===== src/rtl/mdr_ctrl.sv =====
// Memory data register controller: loads the MDR from the M/S buses or from memory,
// and sequences single memory reads/writes with an acknowledge timeout.
module mdr_ctrl #(
  parameter int unsigned WIDTH   = 16,
  parameter int unsigned TIMEOUT = 15
) (
  input  logic             clk,
  input  logic             rst,
  input  logic [WIDTH-1:0] M_bus,
  input  logic [WIDTH-1:0] S_bus,
  input  logic             MMD,
  input  logic             SMD,
  input  logic             mem_rd_req,
  input  logic             mem_wr_req,
  input  logic [WIDTH-1:0] mem_rdata,
  input  logic             mem_ack,
  output logic             mem_rd,
  output logic             mem_wr,
  output logic [WIDTH-1:0] mem_wdata,
  output logic [WIDTH-1:0] MDR_out,
  output logic             busy,
  output logic             err
);

  localparam int unsigned CNT_W = 8;

  typedef enum logic [1:0] {
    IDLE    = 2'd0,
    RD_WAIT = 2'd1,
    WR_WAIT = 2'd2,
    ERR     = 2'd3
  } state_t;

  state_t             state;
  logic [WIDTH-1:0]   mdr;
  logic [CNT_W-1:0]   cnt;

  assign MDR_out   = mdr;
  assign mem_wdata = mdr;

  // State, MDR, wait counter and strobes all update together; strobes track the next state.
  always_ff @(posedge clk) begin
    if (rst) begin
      state  <= IDLE;
      mdr    <= '0;
      cnt    <= '0;
      mem_rd <= 1'b0;
      mem_wr <= 1'b0;
      busy   <= 1'b0;
      err    <= 1'b0;
    end else begin
      case (state)
        IDLE: begin
          case ({MMD, SMD})
            2'b10:   mdr <= M_bus;
            2'b01:   mdr <= S_bus;
            2'b11:   mdr <= M_bus | S_bus;
            default: mdr <= mdr;
          endcase
          cnt <= '0;
          if (mem_rd_req) begin
            state  <= RD_WAIT;
            mem_rd <= 1'b1;
            busy   <= 1'b1;
          end else if (mem_wr_req) begin
            state  <= WR_WAIT;
            mem_wr <= 1'b1;
            busy   <= 1'b1;
          end
        end

        RD_WAIT, WR_WAIT: begin
          // cnt holds (wait cycle number - 1); the last legal ack cycle is TIMEOUT.
          if (mem_ack) begin
            if (state == RD_WAIT) mdr <= mem_rdata;
            state  <= IDLE;
            mem_rd <= 1'b0;
            mem_wr <= 1'b0;
            busy   <= 1'b0;
          end else if (cnt == CNT_W'(TIMEOUT - 1)) begin
            state  <= ERR;
            mem_rd <= 1'b0;
            mem_wr <= 1'b0;
            err    <= 1'b1;
          end else begin
            cnt <= cnt + CNT_W'(1);
          end
        end

        ERR: begin
          state <= IDLE;
          err   <= 1'b0;
          busy  <= 1'b0;
        end

        default: begin
          state  <= IDLE;
          mem_rd <= 1'b0;
          mem_wr <= 1'b0;
          busy   <= 1'b0;
          err    <= 1'b0;
        end
      endcase
    end
  end

endmodule


===== config.mk =====
export PLATFORM = sky130hd
export DESIGN_NAME = mdr_ctrl
export DESIGN_NICKNAME = d
export VERILOG_FILES = /design/src/rtl/mdr_ctrl.sv
export SDC_FILE = /design/constraint.sdc
export NUM_CORES = 1
export LEC_CHECK = 0
export CAP_MARGIN = 20
export CORE_MARGIN = 2
export CORE_UTILIZATION = 46
export DETAILED_ROUTE_END_ITERATION = 12
export PLACE_DENSITY = 0.9
export RECOVER_POWER = 25
export SLEW_MARGIN = 10
export SYNTH_ARGS = -nofsm -noshare
export SYNTH_HDL_FRONTEND = slang
export SYNTH_SLANG_ARGS = --single-unit

===== constraint.sdc =====
create_clock -name clk -period 3.4 [get_ports clk]
set_clock_uncertainty 0.05 [all_clocks]
set_input_delay 0.51 -clock clk [delete_from_list [all_inputs] [get_ports clk]]
set_output_delay 0.51 -clock clk [all_outputs]
set_load 0.02 [all_outputs]

======== Word-level counts from Yosys, hierarchy flattened ========
Cells that the tools add are included.
word-level totals
  register bits ........................... 30
  output and inout port bits .............. 36
  logic and storage cells ................. 63
operators by class
  add/sub/neg operators ................... 1
  equal/unequal tests ..................... 18
  mux-type cells .......................... 25
  bitwise operators ....................... 1
  reduce and logical (&&, ||, !) cells .... 11
operator list
  operator               number
  $pmux W16 S3           1
  $mux W16               2
  $pmux W16 S2           1
  $mux W8                2
  $ne A2 B2 Y1 const B   8
  $or A16 B16 Y16        1
  $pmux W8 S2            1
  $mux W1                9
  $reduce_and A3 Y1      3
  $add A8 B1 Y8 const B  1
  $eq A2 B2 Y1 const B   4
  $eq A8 B4 Y1 const B   1
  $mux W2                4
  $reduce_and A4 Y1      2
  $ne A3 B3 Y1 const B   2
  $pmux W1 S2            3
  $pmux W2 S3            1
  $eq A2 B1 Y1 const B   2
  $ne A4 B1 Y1 const B   1
  $reduce_and A2 Y1      2
  $reduce_bool A2 Y1     2
  $pmux W1 S3            1
  $logic_not A2 Y1       1
  $reduce_or A2 Y1       1

======== Longest topological paths before layout ========
  depth in word-level cells ............... 4
  mapped depth ............................ 8

======== Worst setup path after synthesis ========
OpenSTA, ideal clock, no wires.
  kind .................................... in2reg
  start point ............................. input port MMD
  end point ............................... register mdr[10], in the netlist MDR_out[10]
  setup time .............................. 0.132 ns
  arrival time ............................ 1.689 ns
  path slack .............................. 1.530 ns
  stages on the path ...................... 8
  buffers on the path ..................... 2
  path through ............................ inv_1 ha_1 buf_2 buf_2 mux2_2 o22ai_1 o211a_1 nor3_1
between the ends
  cells in the longest elaborated chain, start to end .. 3
ends and longest elaborated chain
  what                                               line  source
  start: declaration                                 11    input logic MMD,
  $eq A2 B2 Y1 or $eq A2 B1 Y1 (tied branches)       54    case ({MMD, SMD})
  $pmux W16 S3 or $ne A4 B1 Y1 (tied branches)       -
  $pmux W16 S2 or $reduce_and A4 Y1 (tied branches)  -
  end signal: assignment                             55    2'b10: mdr <= M_bus;
  end signal: assignment                             56    2'b01: mdr <= S_bus;
  end signal: assignment                             57    2'b11: mdr <= M_bus | S_bus;
  end: declaration                                   35    logic [WIDTH-1:0] mdr;
Parallel ways exist; a longest one is shown, timed or not.
A chain may end at the register's enable or synchronous reset.

======== Final worst setup path ========
  start point ............................. register state[0]
  end point ............................... register mdr[15], in the netlist MDR_out[15]
between the ends
  cells in the longest elaborated chain, start to end .. 4
ends and longest elaborated chain
  what                                                          line    source
  start: declaration                                            34      state_t state;
  start signal: assignment                                      44      state <= IDLE;
  start signal: assignment                                      62      state <= RD_WAIT;
  start signal: assignment                                      66      state <= WR_WAIT;
  $eq A2 B1 Y1 or $eq A2 B2 Y1 (tied branches)                  52, 75
  $reduce_or A2 Y1                                              52      case (state)
  $ne A2 B2 Y1 (no line) or $reduce_bool A2 Y1 (tied branches)  -
  $reduce_and A4 Y1 (no line)                                   -
  end signal: assignment                                        55
  end signal: assignment                                        56
  end signal: assignment                                        75      if (state == RD_WAIT) mdr <= mem_rdata;
Parallel ways exist; a longest one is shown, timed or not.

==> results.yml <==
power_and_ir_drop:
  p_total_mw: 1.73
  p_seq_share_pct: 29.1
  peakVddDrop_mv: 0.283
  internal_power_mw: 1.03
  p_per_area_mw_per_mm2: 576
  switchingPower_uw: 702
  clkPwrFrac_pct: 15.7
  p_comb_share_pct: 55.2
  p_leak_nw: 1.27
  switching_share_pct: 40.6
sta:
  rsz0062_at_grt: "no"
  finalMaxSlewViolations: 0
  worst_pin_slew_ns: 0.756
  hold_viol_final: 0
  setup_ws_ns: 0.870
  setup_viol: 0
  finalCritPeriodShare_pct: 74.4
  period_minus_slack_ns: 2.53
  slew_headroom_pct: 49.4
  fmax_ghz: 0.395
  setup_tns_ns: 0
placement:
  io_buffers: 90
  place.gp.congestion: 0.835
  place_hpwl_mm: 4.21
  place_ws_ns: 0.770
routing:
  viasPerCell: 5.67
  drtIter0Drc: 116
  wire_per_inst_um: 14.8
  vias: 2136
  drc: 0
  drt_pass1_iterations: 4
  ant_nets: 0
  drt_wl_total_mm: 5.58
clock_tree:
  cts_made_buffers: 5
  insertion_delay_ns: 0.29
  root_buffer: "clkbuf_8"
  hold_buffers: 0
  cts_tree: "done"
  post_cts_resized: 0
  clkTransAtPathRegs_ns: 0.06
  htreeDepth: 2
  ctsLongestPathBuffers: 2
  cts.sinks: 30
  post-cts-setup-buffers: 0
final_layout:
  area_delta_synth_final_pct: 42.2
  fill_cells: 369
  fin_nets: 389
  antenna_cells: 0
  drive_above_1_share_pct: 10.2
yosys:
  ys_seq_elements: 30
  seq_area_frac_synth_pct: 28.5
  synthCells: 255
  synth-edff-count: 0
  avgSynthCellArea_um2: 8.27
  yosys_warnings: 0
  syn-num-nets: 319
  synthArstFlopShare_pct: 0
  netlist_area_mm2: 0.00211
  synth-main-ff-cell: "dfxtp_1"
  synth.distinct_cells: 42
worst_setup_path:
  criticalPathCategory: "register to register"
  crit_top_cell: "nor2_1"
  slowest_stage: "ha_1"
  path_cells: "inv_1 -> ha_1 -> nor2_1 -> nor4_4 -> buf_4 -> nor2_1 -> a211oi_1"
  crit_fanout: 32
  crit_buf_inv: 2
  cp_data_required_time_ns: 3.53
  critPathTopFamily: "adder cells"
  crit_path_end_kind: "register"
  startpoint_type: "register"
  worstPathArrival_ns: 2.66
  slowest_delay_ns: 0.76
grt:
  antenna_found_initial: 0
  grt_usage_pct: 22.3
  grt_start_max_net_pins: 33
  grt_pass1_wl_mm: 9.08
  gr-total-overflow: 0
  grt_pass1_vias: 1991
floorplanning:
  ios: 91
  die-area_mm2: 0.00514
  start_util_pct: 48.1
  core_area_mm2: 0.00438
  row_count: 24
  die_w_um: 71.7
  die_h_um: 71.7
run_status:
  status: "complete, no violations"
worst_hold_path:
  hold_class: "register to register"
flow_run:
  cap_violations: 0
[path summary, 6_finish.rpt]
kind,to,startpoint,cells after the start,slack [ns]
max,MDR_out[15],state[0],7,0.87
max reg2reg,MDR_out[15],state[0],7,0.87
min,busy,busy,2,0.44
min reg2reg,busy,busy,2,0.44
[power groups by stage]
| stage | clock network, mW | logic, mW | registers (mW) |
|---|---|---|---|
| finish | 0.271 | 0.954 | 0.503 |
| global route | 0.294 | 1.03 | 0.515 |
| CTS | 0.283 | 0.979 | 0.507 |
| detailed placement | 0 | 0.976 | 0.514 |
| global placement | 0 | 0.954 | 0.511 |
| floorplan | 0 | 0.563 | 0.592 |
[worst reg2reg max path, delay by kind of cell (launching register included)]
| kind | cells | cell delay, ns |
|---|---|---|
| AOI/OAI and AO/OA | 1 | 0.25 |
| DFF | 1 | 0.38 |
| buffers and inverters | 2 | 0.44 |
| and+or+nand+nor | 3 | 0.54 |
| adders and majority gates | 1 | 0.76 |
[synth_stat cells, drive strengths merged (2+ instances only)]
master | n | area, um^2
dfxtp | 30 | 601
nand2 | 26 | 97.6
nor2 | 26 | 97.6
buf | 23 | 155
nor3 | 18 | 90.1
mux2 | 17 | 191
o211a | 15 | 150
o22ai | 15 | 93.8
a21oi | 10 | 53.8
ha | 9 | 113
clkbuf | 8 | 30.0
o21ai | 8 | 40.0
inv | 7 | 26.3
a211oi | 4 | 30.0
nand3 | 3 | 15.0
or3 | 3 | 18.8
a221o | 2 | 20.0
a31oi | 2 | 12.5
and2 | 2 | 12.5
and3 | 2 | 12.5
and3b | 2 | 17.5
and4 | 2 | 21.3
mux2i | 2 | 20.0
nand2b | 2 | 12.5
nor2b | 2 | 12.5
nor3b | 2 | 15.0
nor4 | 2 | 27.5
o211ai | 2 | 15.0
[layout by cell type (no fill, tap or decap), types with 5 or more instances in the layout]
master,count
o21ai_0,8
inv_1,7
ha_1,9
dlygate4sd3_1,16
a21oi_1,9
clkbuf_8,5
dfxtp_1,30
nand2_1,26
o211a_1,15
o22ai_1,15
mux2_2,16
nor2_1,26
clkdlybuf4s50_1,74
nor3_1,18
[metal layers]
| layer | global-route usage [%] | share of wire (%) |
|---|---|---|
| met3 | 5.20 | 5.5 |
| met2 | 38.7 | 51 |
| met5 | 0 | 0 |
| met1 | 26.0 | 41 |
| met4 | 9.64 | 2.1 |
[final cells by class]
cell class              instances  area, um^2  area share [%]
inverters                       7        26.3           0.876
clock inverters                 2        10.0           0.334
flip-flops and latches         30         601            20.0
well taps                      52        65.1            2.17
clock buffers                   5        68.8            2.29
multi-input cells             187        1300            43.3
repair buffers                 94         931            31.0
[through the flow]
step / util (%) / cells / hold slack (ns) / area (um^2)
floorplan: - / 255 / 0.429 / 2110
global placement: 66.6 / 370 / 0.414 / 2920
detailed placement: 66.6 / 370 / 0.432 / 2920
CTS: 68.4 / 377 / 0.441 / 3000
global route: 68.4 / 377 / 0.457 / 3000
finish: 68.4 / 377 / 0.435 / 3000
[registers in the layout, indices dropped and copies added (netlist names)]
| signal | cells |
|---|---|
| MDR_out | 16 |
| err | 1 |
| mem_wr | 1 |
| state | 2 |
| mem_rd | 1 |
| busy | 1 |
| cnt | 8 |
[kinds of logic (layout without fill, tap and decap cells)]
group / Yosys count / after routing / share of synthesized area, %
and+or+nand+nor: 95 / 95 / 23.1
AOI/OAI and AO/OA: 64 / 64 / 23.0
buffers and inverters: 38 / 108 / 10.0
DFF: 30 / 30 / 28.5
muxes: 19 / 19 / 10.0
adders and majority gates: 9 / 9 / 5.34
(Power assumes the default switching activity.)
